$ cat src/rtl/xgs_spi_pkg.sv
// Shared definitions for the XGS SPI responder.
//   spi_state_t : responder FSM states
//   ADDR_W_DEF / DATA_W_DEF / RD_WAIT_MAX_DEF : default widths and read wait
//   CMD_RNW_BIT : position of the read/not-write flag in the command word
package xgs_spi_pkg;

    localparam int ADDR_W_DEF      = 15;
    localparam int DATA_W_DEF      = 16;
    localparam int RD_WAIT_MAX_DEF = 4;
    localparam int CMD_RNW_BIT     = 0;

    typedef enum logic [2:0] {
        IDLE,
        CMD,
        WR_DATA,
        RD_FETCH,
        RD_DATA
    } spi_state_t;

endpackage

$ cat src/rtl/xgs_spi_sync.sv
// Two-flop synchronizer for the three SPI pins plus an edge register for
// CSn and SCLK.
//   sys_clk             : system clock
//   csn_pin/sclk_pin/mosi_pin : raw asynchronous SPI pins
//   csn_rise/csn_fall   : one-cycle CSn edge pulses
//   sclk_rise/sclk_fall : one-cycle SCLK edge pulses
//   mosi                : synchronized MOSI level, aligned with sclk_rise
module xgs_spi_sync (
    input  logic sys_clk,
    input  logic csn_pin,
    input  logic sclk_pin,
    input  logic mosi_pin,
    output logic csn_rise,
    output logic csn_fall,
    output logic sclk_rise,
    output logic sclk_fall,
    output logic mosi
);

    logic [2:0] meta;
    logic [2:0] sync;
    logic [1:0] prev;

    // Deliberately not reset: a sys_reset in the middle of a frame must not
    // turn the still-low CSn into a fresh falling edge afterwards.
    always_ff @(posedge sys_clk) begin
        meta <= {mosi_pin, sclk_pin, csn_pin};
        sync <= meta;
        prev <= sync[1:0];
    end

    assign csn_rise  =  sync[0] & ~prev[0];
    assign csn_fall  = ~sync[0] &  prev[0];
    assign sclk_rise =  sync[1] & ~prev[1];
    assign sclk_fall = ~sync[1] &  prev[1];
    assign mosi      =  sync[2];

endmodule

$ cat src/rtl/xgs_spi_responder.sv
// Sensor-side SPI (mode 0) responder: decodes {addr, rnw} command words and
// data words into single-cycle register-file write/read requests and shifts
// read data back on MISO.
// Build option: XGS_SPI_RESP_BURST_EN enables multi-word frames with address
// auto-increment (wrapping); without it only the first data word of a frame
// is acted upon and later SCLK edges are ignored.
// Ports:
//   sys_clk, sys_reset            : clock, synchronous active-high reset
//   spi_csn_i/sclk_i/mosi_i       : SPI pins (asynchronous)
//   spi_miso_o, spi_miso_oe_o     : MISO data and output enable
//   reg_addr_o, reg_wr_o, reg_wdata_o, reg_rd_o : register-file requests
//   reg_rdata_i, reg_rvalid_i     : register-file read return
//   spi_err_o                     : one-cycle protocol error pulse
//
// state    | meaning
// IDLE     | waiting for CSn fall
// CMD      | shifting in the {addr, rnw} command word
// WR_DATA  | shifting in write data words
// RD_FETCH | read requested, waiting for reg_rvalid_i or timeout
// RD_DATA  | shifting read data out on MISO
module xgs_spi_responder
    import xgs_spi_pkg::*;
#(
    parameter int ADDR_W      = ADDR_W_DEF,
    parameter int DATA_W      = DATA_W_DEF,
    parameter int RD_WAIT_MAX = RD_WAIT_MAX_DEF
) (
    input  logic              sys_clk,
    input  logic              sys_reset,
    input  logic              spi_csn_i,
    input  logic              spi_sclk_i,
    input  logic              spi_mosi_i,
    output logic              spi_miso_o,
    output logic              spi_miso_oe_o,
    output logic [ADDR_W-1:0] reg_addr_o,
    output logic              reg_wr_o,
    output logic [DATA_W-1:0] reg_wdata_o,
    output logic              reg_rd_o,
    input  logic [DATA_W-1:0] reg_rdata_i,
    input  logic              reg_rvalid_i,
    output logic              spi_err_o
);

    localparam int CMD_W = ADDR_W + 1;
    localparam int SH_W  = (CMD_W > DATA_W) ? CMD_W : DATA_W;
    localparam int CNT_W = $clog2(SH_W);
    localparam int TMR_W = $clog2(RD_WAIT_MAX + 1);
`ifdef XGS_SPI_RESP_BURST_EN
    localparam bit BURST = 1'b1;
`else
    localparam bit BURST = 1'b0;
`endif

    logic csn_rise, csn_fall, sclk_rise, sclk_fall, mosi;

    xgs_spi_sync u_sync (
        .sys_clk  (sys_clk),
        .csn_pin  (spi_csn_i),
        .sclk_pin (spi_sclk_i),
        .mosi_pin (spi_mosi_i),
        .csn_rise (csn_rise),
        .csn_fall (csn_fall),
        .sclk_rise(sclk_rise),
        .sclk_fall(sclk_fall),
        .mosi     (mosi)
    );

    spi_state_t        state;
    logic [CNT_W-1:0]  bit_cnt;
    logic [SH_W-2:0]   sh_in;
    logic [DATA_W-1:0] sh_out;
    logic [ADDR_W-1:0] addr;
    logic [TMR_W-1:0]  rd_tmr;
    logic              frame_done;   // single-word build: word handled, ignore the rest

    logic [SH_W-1:0]   sh_next;
    logic [ADDR_W-1:0] cmd_addr;
    logic [ADDR_W-1:0] addr_inc;
    logic              cmd_last;
    logic              data_last;

    assign sh_next   = {sh_in, mosi};
    assign cmd_addr  = sh_next[CMD_W-1 -: ADDR_W];
    assign addr_inc  = addr + ADDR_W'(1);
    assign cmd_last  = (bit_cnt == CNT_W'(CMD_W - 1));
    assign data_last = (bit_cnt == CNT_W'(DATA_W - 1));

    always_ff @(posedge sys_clk) begin
        if (sys_reset) begin
            state         <= IDLE;
            bit_cnt       <= '0;
            sh_in         <= '0;
            sh_out        <= '0;
            addr          <= '0;
            rd_tmr        <= '0;
            frame_done    <= 1'b0;
            spi_miso_o    <= 1'b0;
            spi_miso_oe_o <= 1'b0;
            reg_addr_o    <= '0;
            reg_wr_o      <= 1'b0;
            reg_wdata_o   <= '0;
            reg_rd_o      <= 1'b0;
            spi_err_o     <= 1'b0;
        end else begin
            reg_wr_o  <= 1'b0;
            reg_rd_o  <= 1'b0;
            spi_err_o <= 1'b0;
            if (csn_rise) begin
                // Ending on a word boundary is clean; mid-word is an abort.
                if (state != IDLE && bit_cnt != '0 && !frame_done)
                    spi_err_o <= 1'b1;
                state         <= IDLE;
                bit_cnt       <= '0;
                frame_done    <= 1'b0;
                spi_miso_o    <= 1'b0;
                spi_miso_oe_o <= 1'b0;
            end else begin
                case (state)
                    IDLE: begin
                        if (csn_fall) begin
                            state      <= CMD;
                            bit_cnt    <= '0;
                            frame_done <= 1'b0;
                        end
                    end
                    CMD: begin
                        if (sclk_rise) begin
                            sh_in <= sh_next[SH_W-2:0];
                            if (cmd_last) begin
                                bit_cnt <= '0;
                                addr    <= cmd_addr;
                                if (sh_next[CMD_RNW_BIT]) begin
                                    state      <= RD_FETCH;
                                    reg_rd_o   <= 1'b1;
                                    reg_addr_o <= cmd_addr;
                                    rd_tmr     <= TMR_W'(RD_WAIT_MAX);
                                end else begin
                                    state <= WR_DATA;
                                end
                            end else begin
                                bit_cnt <= bit_cnt + CNT_W'(1);
                            end
                        end
                    end
                    WR_DATA: begin
                        if (sclk_rise && !frame_done) begin
                            sh_in <= sh_next[SH_W-2:0];
                            if (data_last) begin
                                bit_cnt     <= '0;
                                reg_wr_o    <= 1'b1;
                                reg_addr_o  <= addr;
                                reg_wdata_o <= sh_next[DATA_W-1:0];
                                if (BURST) addr <= addr_inc;
                                else       frame_done <= 1'b1;
                            end else begin
                                bit_cnt <= bit_cnt + CNT_W'(1);
                            end
                        end
                    end
                    RD_FETCH: begin
                        if (reg_rvalid_i) begin
                            sh_out        <= reg_rdata_i;
                            state         <= RD_DATA;
                            spi_miso_oe_o <= 1'b1;
                        end else if (rd_tmr == '0) begin
                            sh_out        <= '0;
                            spi_err_o     <= 1'b1;
                            state         <= RD_DATA;
                            spi_miso_oe_o <= 1'b1;
                        end else begin
                            rd_tmr <= rd_tmr - TMR_W'(1);
                        end
                    end
                    RD_DATA: begin
                        if (!frame_done) begin
                            if (sclk_fall) begin
                                spi_miso_o <= sh_out[DATA_W-1];
                                sh_out     <= {sh_out[DATA_W-2:0], 1'b0};
                            end
                            if (sclk_rise) begin
                                if (data_last) begin
                                    bit_cnt <= '0;
                                    if (BURST) begin
                                        // Prefetch so the next MSB is ready at the following fall.
                                        addr       <= addr_inc;
                                        reg_addr_o <= addr_inc;
                                        reg_rd_o   <= 1'b1;
                                        rd_tmr     <= TMR_W'(RD_WAIT_MAX);
                                        state      <= RD_FETCH;
                                    end else begin
                                        frame_done    <= 1'b1;
                                        spi_miso_o    <= 1'b0;
                                        spi_miso_oe_o <= 1'b0;
                                    end
                                end else begin
                                    bit_cnt <= bit_cnt + CNT_W'(1);
                                end
                            end
                        end
                    end
                    default: state <= IDLE;
                endcase
            end
        end
    end

endmodule
$ cat config.mk
export PLATFORM = sky130hd
export DESIGN_NAME = xgs_spi_responder
export DESIGN_NICKNAME = d
export VERILOG_FILES = /design/src/rtl/xgs_spi_pkg.sv /design/src/rtl/xgs_spi_sync.sv /design/src/rtl/xgs_spi_responder.sv
export SDC_FILE = /design/constraint.sdc
export NUM_CORES = 1
export LEC_CHECK = 0
export CAP_MARGIN = 20
export CORE_MARGIN = 8
export CORE_UTILIZATION = 49
export CTS_CLUSTER_DIAMETER = 100
export DETAILED_ROUTE_END_ITERATION = 6
export PLACE_DENSITY = 0.72
export SYNTH_ARGS = -nofsm -noshare
export SYNTH_HDL_FRONTEND = slang
export SYNTH_SLANG_ARGS = --single-unit
$ cat constraint.sdc
create_clock -name sys_clk -period 2.65 [get_ports sys_clk]
set_clock_uncertainty 0.1 [all_clocks]
set_input_delay 0.265 -clock sys_clk [delete_from_list [all_inputs] [get_ports sys_clk]]
set_output_delay 0.265 -clock sys_clk [all_outputs]
set_load 0.01 [all_outputs]
# Word level (Yosys, flattened, before mapping)
# Index checks and enable logic that the tools add are counted.
# Widths: inputs -> output; s select.
dict set report op_classes {
  n_addsub 2
  eq_ne 18
  mux 55
  bitwise 16
  reduce_logical 28
}
# op n
set ops {}
lappend ops {{$mux 15} 7}
lappend ops {{$mux 16} 4}
lappend ops {{$pmux 15 s2} 2}
lappend ops {{$pmux 16 s2} 1}
lappend ops {{$mux 3} 10}
lappend ops {{$ne 2x2->1 const B} 11}
lappend ops {{$mux 1} 21}
lappend ops {{$mux 4} 5}
lappend ops {{$reduce_and 4->1} 5}
lappend ops {{$pmux 4 s4} 1}
lappend ops {{$reduce_and 5->1} 3}
lappend ops {{$reduce_and 7->1} 2}
lappend ops {{$not 1->1} 12}
lappend ops {{$pmux 3 s4} 1}
lappend ops {{$reduce_bool 4->1} 2}
lappend ops {{$eq 3x2->1 const B} 2}
lappend ops {{$logic_not 3->1} 2}
lappend ops {{$pmux 3 s2} 1}
lappend ops {{$reduce_bool 2->1} 3}
lappend ops {{$reduce_bool 3->1} 2}
lappend ops {{$reduce_or 5->1} 1}
lappend ops {{$add 4x1->4 const B} 1}
lappend ops {{$and 1x1->1} 4}
lappend ops {{$eq 4x4->1 const B} 1}
lappend ops {{other kinds (12)} 15}
dict set report word_totals {
  register_bits 101
  in_bits 22
  output_inout_bits 36
  wordCells 136
}

# Logic depth before layout (Yosys ltp)
# Gate-level depths: netlist (run 1).
dict set report depth {
  depth_word 5
  mapped_depth 8
  ltp_nobuf 6
}

# Cells and area by module
# Synthesis (run 1) repeated with hierarchy kept, for this count alone.
dict set report hier_totals {
  hier_cells 497
  hier_area_um2 4250.3
}
# module n_inst cells_per_inst area_each_um2 seq_area_each_um2
set modules_own_cells {}
lappend modules_own_cells {xgs_spi_responder 1 485 4055.1 1861.8}
lappend modules_own_cells {xgs_spi_sync 1 12 195.2 160.2}

# Worst setup path after synthesis (run 1)
# Ideal clock, no wire load.
dict set report synth_timing {
  path_type {reg-to-reg}
  startpoint {reg state[0]}
  endpoint {reg reg_wdata_o[10]}
  setup_ns 0.070
  arrival_ns 1.774
  required_ns 2.480
  path_slack_ns 0.706
  path_stages_with_launch 7
  n_path_buf 2
  period_less_slack_ns 1.944
  path_cell_list {dfxtp_1 -> buf_6 -> or4b_4 -> nor4_4 -> buf_6 -> nand2_1 -> a21oi_2}
}
dict set report synth_via {
  elab_chain_len 2
}
# item line_no
set synth_lines {}
lappend synth_lines {{from (decl)} xgs_spi_responder.sv:68} ;# spi_state_t state;
lappend synth_lines {{from (signal assigned)} xgs_spi_responder.sv:90} ;# state <= IDLE;
lappend synth_lines {{from (signal assigned)} xgs_spi_responder.sv:112} ;# state <= IDLE;
lappend synth_lines {{from (signal assigned)} xgs_spi_responder.sv:121} ;# state <= CMD;
lappend synth_lines {{$eq 3x2->1} xgs_spi_responder.sv:118} ;# case (state)
lappend synth_lines {{$reduce_and 4->1 (no source line)} n/a}
lappend synth_lines {{to (signal assigned)} xgs_spi_responder.sv:152} ;# reg_wdata_o <= sh_next[DATA_W-1:0];
lappend synth_lines {{to (decl)} xgs_spi_responder.sv:37} ;# output logic [DATA_W-1:0] reg_wdata_o,
# Every way passes these cells.
# A chain may end at the register's enable or synchronous reset.

# Final worst setup path (run 1)
dict set report layout_timing {
  startpoint {reg state[1]}
  endpoint {reg sh_out[13]}
}
dict set report layout_via {
  elab_chain_len 3
  word_cells_on_any_way 8
  cone_classes {5 x eq/ne; 1 x mux; 2 x reduce/logical}
}
# item line_no
set layout_lines {}
lappend layout_lines {{$eq 3x2->1 / $eq 3x3->1 (equally long branches)} xgs_spi_responder.sv:118}
lappend layout_lines {{$ne 3x3->1 (no source line) (tied with other cells)} n/a}
lappend layout_lines {{$reduce_and 5->1 (no source line)} n/a}
lappend layout_lines {{to (signal assigned)} xgs_spi_responder.sv:162} ;# sh_out <= reg_rdata_i;
lappend layout_lines {{to (signal assigned)} xgs_spi_responder.sv:178} ;# sh_out <= {sh_out[DATA_W-2:0], 1'b0};
lappend layout_lines {{to (decl)} xgs_spi_responder.sv:71} ;# logic [DATA_W-1:0] sh_out;
# Several ways; a longest one is shown, not always the timed one.

==> results.yml, run 1 <==
global_route:
  grt_pass1_vias: 3550
  grt_pass1_wl_um: 17900
  grt_max_degree: 85
  grt_overflow: 0
  grt_use_total_pct: 16.9
  grt_antenna_before_repair: 0
placed_design:
  numPortBuffers: 57
  gp_congestion: 0.834
  dp_hpwl_um: 7030
  placed_area_um2: 5080
synth:
  synth-simple-area-share_pct: 19.1
  synth-xor-area-share_pct: 0
  ys_seq_area_share_pct: 45.9
  async_reset_ff_share_pct: 0
  synth-seq-cells: 101
  muxShareOfSynthArea_pct: 10.2
  synth_ff_type: "dfxtp_1"
  netlist_area_um2: 4400
  synth_top_family_by_area: "simple AND/OR/NAND/NOR gates"
  synth_compound_area_share_pct: 18.7
  yosys_warnings: 0
  syn_nets: 516
  ys_types: 56
  syn_inst: 490
  syn_avg_cell_area_um2: 8.99
  synth_adder_area_share_pct: 1.14
  synth_edf_count: 0
critical_path:
  startpoint: "state[1]$_SDFFE_PP0P_"
  slowest_delay_ns: 0.67
  worst_r2r_path_depth: 4
  r2r_setup_slack_ns: 0.38
  cp-endpoint: "sh_out[13]$_SDFFE_PP0P_"
  worstReg2RegStart: "state[1]$_SDFFE_PP0P_"
  cp-end-kind: "register"
  cp.arrival_ns: 2.43
  crit_path_top_delay_cell: "dfxtp_1"
  crit_chain: "nor3b_1 -> a311oi_2 -> and2_1 -> a311oi_1"
  worst_setup_path_start_kind: "register"
  reg2reg_to: "sh_out[13]$_SDFFE_PP0P_"
  worstPathRequired_ns: 2.81
  crit_fanout: 17
  critical_path_class: "register to register"
timing:
  setup_viol: 0
  period_needed_ns: 2.27
  slew_viol_final: 0
  max-slew-margin-rel_pct: 60.8
  rsz0062_at_grt: "no"
  worst_slew_pin_slew_ns: 0.587
  finalCritPeriodShare_pct: 85.7
  finalHoldViolations: 0
  fmax_ghz: 0.440
  holdWs_ns: 0.153
  fin_setup_tns_ns: 0
drt:
  drt_wl_total_um: 10600
  highest_layer: "met4"
  postRouteAntennaNets: 0
  wl_met1_um: 5520
  first_pass_iters: 4
  wire_per_inst_um: 16.2
  drc_errors: 0
  vias: 3701
  dr_wl_met3_um: 577
  dr.first_iter.drc_count: 179
  route.met2.wl_um: 4360
  vias_per_cell: 5.69
clock_tree:
  post-cts-setup-buffers: 0
  htree_levels: 3
  cts_resized: 0
  root_buffer: "clkbuf_8"
  cts_tree: "done"
  max-clock-path-buffers: 2
  cts_buffers: 9
  cts_sinks: 101
  insertion_delay_ns: 0.37
  cts.clk_slew.worst_paths_ns: 0.11
  cts_hold_buf: 0
final_layout:
  fillCellCount: 762
  drive_gt1_share_pct: 11.1
  antenna_cells: 0
  final_util_pct: 60.7
  area_growth_pct: 20.2
  mostFrequentLayoutCells: "101 x dfxtp_1, 58 x nand2_1, 56 x clkdlybuf4s50_1, 46 x a21oi_1, 45 x mux2i_1"
  stdcell_area_um2: 5290
  nNetsFinal: 563
  layout_commonest_cell: "dfxtp_1"
die:
  core_um2: 8720
  rows: 34
  die_w_um: 111
  start_util_pct: 50.5
  die_h_um: 111
  dieArea_um2: 12300
  io_pins: 58
pwr:
  p_leak_nw: 1.95
  vdd_drop_max_v: 0.000258
  total_power_mw: 2.71
  pwr_density_cell_nw_per_um2: 512
job:
  cap_violations: 0
hold_path:
  min_path_type: "primary input to register"
status:
  status: "finished clean"
-- critical path: cells and delay by family, from the launching register on --
family             cells  cell delay (ns)
and+or+nand+nor        2             0.87
AOI/OAI and AO/OA      2             0.51
DFF                    1             0.67
-- cells by family (layout without fill, tap and decap cells) --
family | Yosys count | after routing
buffers and inverters | 48 | 100
flip-flops | 101 | 101
adder cells (fa/ha/maj) | 4 | 4
multiplexers | 45 | 45
AND/OR/NAND/NOR | 167 | 167
AO/OA/AOI/OAI | 125 | 125
-- stage by stage --
step           worst slack [ns]  instances
6_report                  0.379        650
5_1_grt                   0.243        650
4_1_cts                   0.411        650
3_5_place_dp              0.403        634
3_3_place_gp              0.515        634
2_1_floorplan             0.706        490
-- cells in the mapped netlist, types with 3 or more instances --
library cell	instances	area [µm²]
nor2_1	38	143
nand3_1	23	115
o21ai_0	25	125
buf_2	9	45.0
nor3b_1	4	30.0
nand2_1	58	218
dfxtp_1	101	2020
inv_1	10	37.5
a311oi_1	15	131
a21oi_1	46	230
nand4_1	3	18.8
o31ai_1	3	22.5
mux2i_1	45	450
o211ai_1	3	22.5
nor2b_1	5	31.3
ha_1	4	50.1
nand2b_1	3	18.8
a21oi_2	10	87.6
or3_1	16	100
clkbuf_1	25	93.8
-- power by group --
group	switching, mW	leakage (nW)	internal (mW)
combinational	0.0780	1.03	0.0582
sequential	0.00758	0.816	1.52
clock	0.582	0.108	0.460
-- state kept, by name, indices dropped and copies added (netlist names) --
register	count
frame_done	1
reg_rd_o	1
bit_cnt	4
sh_out	16
spi_miso_o	1
reg_wr_o	1
spi_err_o	1
u_sync.meta	3
u_sync.sync	3
addr	15
u_sync.prev	2
spi_miso_oe_o	1
cmd_addr	15
reg_wdata_o	16
reg_addr_o	15
rd_tmr	3
state	3
-- area by class of cell --
cell class / instances / area (µm²) / area share [%]
Clock inverter: 7 / 90.1 / 1.70
Multi-Input combinational cell: 341 / 2180 / 41.1
Inverter: 10 / 37.5 / 0.709
Tap cell: 108 / 135 / 2.55
Clock buffer: 9 / 124 / 2.34
Timing Repair Buffer: 74 / 706 / 13.3
Sequential cell: 101 / 2020 / 38.2
-- per-layer routing --
metal | up-vias | global-route usage, %
met1 | 1736 | 24.8
met2 | 109 | 23.1
met5 | - | 0
met4 | 0 | 6.58
met3 | 9 | 3.79
li1 | 1847 | -
-- how the worst min path moves through the flow --
stage / to / startpoint / slack (ns) / cells past startpoint
2_1_floorplan: u_sync.meta[0]$_DFF_P_ / spi_csn_i / 0.19 / 0
3_3_place_gp: u_sync.sync[2]$_DFF_P_ / u_sync.meta[2]$_DFF_P_ / 0.21 / 0
3_5_place_dp: u_sync.sync[1]$_DFF_P_ / u_sync.meta[1]$_DFF_P_ / 0.21 / 0
4_1_cts: rd_tmr[2]$_SDFFE_PP0P_ / sys_reset / 0.14 / 3
5_1_grt: rd_tmr[2]$_SDFFE_PP0P_ / sys_reset / 0.16 / 3
6_report: rd_tmr[2]$_SDFFE_PP0P_ / sys_reset / 0.15 / 3
Power figures use the tool's default switching activity.
==> run 2, diff against run 1 <==
--- a/config.mk
+++ b/config.mk
@@ -5,11 +5,13 @@
 export SDC_FILE = /design/constraint.sdc
 export NUM_CORES = 1
 export LEC_CHECK = 0
-export CAP_MARGIN = 20
+export CAP_MARGIN = 40
+export CORE_ASPECT_RATIO = 1.75
 export CORE_MARGIN = 8
 export CORE_UTILIZATION = 49
 export CTS_CLUSTER_DIAMETER = 100
 export DETAILED_ROUTE_END_ITERATION = 6
+export HOLD_SLACK_MARGIN = 0.12
 export PLACE_DENSITY = 0.72
 export SYNTH_ARGS = -nofsm -noshare
 export SYNTH_HDL_FRONTEND = slang
==> run 2 against run 1 <==
Effect of this change: setup slack got worse by 0.011 ns; core utilization decreased by 0.16 points; power increased by 13%; largest power group unchanged; maximum frequency decreased by 0.48%.
==> results.yml, run 2 (synthesis results as in run 1) <==
placed_design:
  dp_hpwl_um: 7410
  numPortBuffers: 57
  placed_area_um2: 5090
  gp_congestion: 0.868
pwr:
  seq_power_share_pct: 50.1
  power_frac_clock_pct: 45.6
  combinationalPowerShare_pct: 4.3
  pwr_density_cell_nw_per_um2: 568
  p_int_mw: 2.41
  switching_share_pct: 21.4
  vdd_drop_max_v: 0.000383
  p_switching_uw: 656
  p_leak_nw: 2.00
timing:
  slew_viol_final: 0
  period_needed_ns: 2.28
  max-slew-margin-rel_pct: 59.1
  setup_viol: 0
  finalCritPeriodShare_pct: 86.1
  holdWs_ns: 0.228
  fin_setup_tns_ns: 0
  fmax_ghz: 0.438
  worst_slew_pin_slew_ns: 0.613
  rsz0062_at_grt: "no"
  finalHoldViolations: 0
critical_path:
  critical_path_class: "register to register"
  r2r_setup_slack_ns: 0.37
  worst_r2r_path_depth: 4
  worst_setup_path_start_kind: "register"
  worstPathRequired_ns: 2.73
  startpoint: "state[0]$_SDFFE_PP0P_"
  cp-end-kind: "register"
  cp.arrival_ns: 2.36
  worstReg2RegStart: "state[0]$_SDFFE_PP0P_"
  crit_fanout: 16
  reg2reg_to: "sh_out[3]$_SDFFE_PP0P_"
final_layout:
  antenna_cells: 0
  final_util_pct: 60.5
  nNetsFinal: 564
  drive_gt1_share_pct: 10.9
  top_regs: "reg_wdata_o x16, sh_out x16"
  layout_commonest_cell: "dfxtp_1"
  mostFrequentLayoutCells: "101 x dfxtp_1, 58 x nand2_1, 56 x clkdlybuf4s50_1, 46 x a21oi_1, 45 x mux2i_1"
  stdcell_area_um2: 5400
  area_growth_pct: 22.6
  fillCellCount: 797
clock_tree:
  root_buffer: "clkbuf_16"
  post-cts-setup-buffers: 0
  cts.clk_slew.worst_paths_ns: 0.07
  cts_resized: 0
  cts_tree: "done"
  insertion_delay_ns: 0.35
  max-clock-path-buffers: 2
  cts_hold_buf: 0
  cts_buffers: 9
  htree_levels: 3
  cts_sinks: 101
drt:
  postRouteAntennaNets: 0
  first_pass_iters: 4
  dr_wl_met3_um: 514
  wl_met1_um: 4430
  route.met2.wl_um: 5660
  vias: 3742
  dr.first_iter.drc_count: 240
  drt_wl_total_um: 10900
  drc_errors: 0
  highest_layer: "met4"
  wire_per_inst_um: 16.4
  vias_per_cell: 5.65
global_route:
  grt_overflow: 0
  grt_use_total_pct: 18.5
  grt_max_degree: 39
  grt_antenna_before_repair: 0
  grt_pass1_wl_um: 18400
  grt_pass1_vias: 3780
die:
  dieArea_um2: 12400
  start_util_pct: 49.4
  core_um2: 8920
  die_w_um: 87.7
  io_pins: 58
  die_h_um: 141
  rows: 46
status:
  status: "finished clean"
hold_path:
  min_path_type: "register to register"
  hold_end: "u_sync.sync[2]$_DFF_P_"
  min-delay-start: "u_sync.meta[2]$_DFF_P_"
  min_delay_path_depth: 0
job:
  cap_violations: 0
run 2: cell count changes in the layout (fill, tap and decap cells not counted), sizes merged:
cell    delta
buf        +1
bufinv     +1
clkbuf     +1
clkinv     -1
inv        -2
run 2: layer usage:
layer  vias up  global-route usage, %
met5         -                      0
met4         0                   9.58
met3        21                   4.06
met2        93                   31.7
met1      1787                   20.6
li1       1841                      -
run 2: final cells by class:
cell class / instances / area, µm² / area share [%]
multi-input combinational: 341 / 2180 / 40.3
timing repair buffer: 75 / 701 / 13.0
tap: 120 / 150 / 2.78
inverter: 10 / 37.5 / 0.695
sequential: 101 / 2020 / 37.5
clock buffer: 10 / 229 / 4.24
clock inverter: 5 / 82.6 / 1.53
run 2: power groups by stage:
stage               logic, mW  registers, mW  clock network [mW]
finish                  0.133           1.54                1.40
global route            0.143           1.54                1.48
CTS                     0.132           1.54                1.41
detailed placement      0.131           1.57                   0
global placement        0.129           1.57                   0
floorplan              0.0775           1.56                   0
run 2: worst max-delay path, stage by stage, from the launching register on:
cell and delay, ns:
dfxtp_1 0.67, and4bb_2 0.30, a311oi_2 0.26, and2_1 0.56, a311oi_1 0.21
run 2: metrics by stage:
| step | worst slack (ns) | std cells | total power, mW |
|---|---|---|---|
| after floorplan | 0.706 | 490 | 1.64 |
| after global placement | 0.442 | 647 | 1.70 |
| after detailed placement | 0.335 | 647 | 1.70 |
| after CTS | 0.364 | 662 | 3.08 |
| after global routing | 0.225 | 662 | 3.16 |
| final | 0.368 | 662 | 3.06 |
run 2: how the worst max path moves through the flow:
stage	endpoint	slack [ns]
final	sh_out[3]$_SDFFE_PP0P_	0.37
after global routing	sh_out[3]$_SDFFE_PP0P_	0.23
after CTS	sh_out[3]$_SDFFE_PP0P_	0.36
after detailed placement	sh_out[3]$_SDFFE_PP0P_	0.34
after global placement	sh_out[8]$_SDFFE_PP0P_	0.44
after floorplan	reg_wdata_o[10]$_SDFFE_PP0P_	0.71
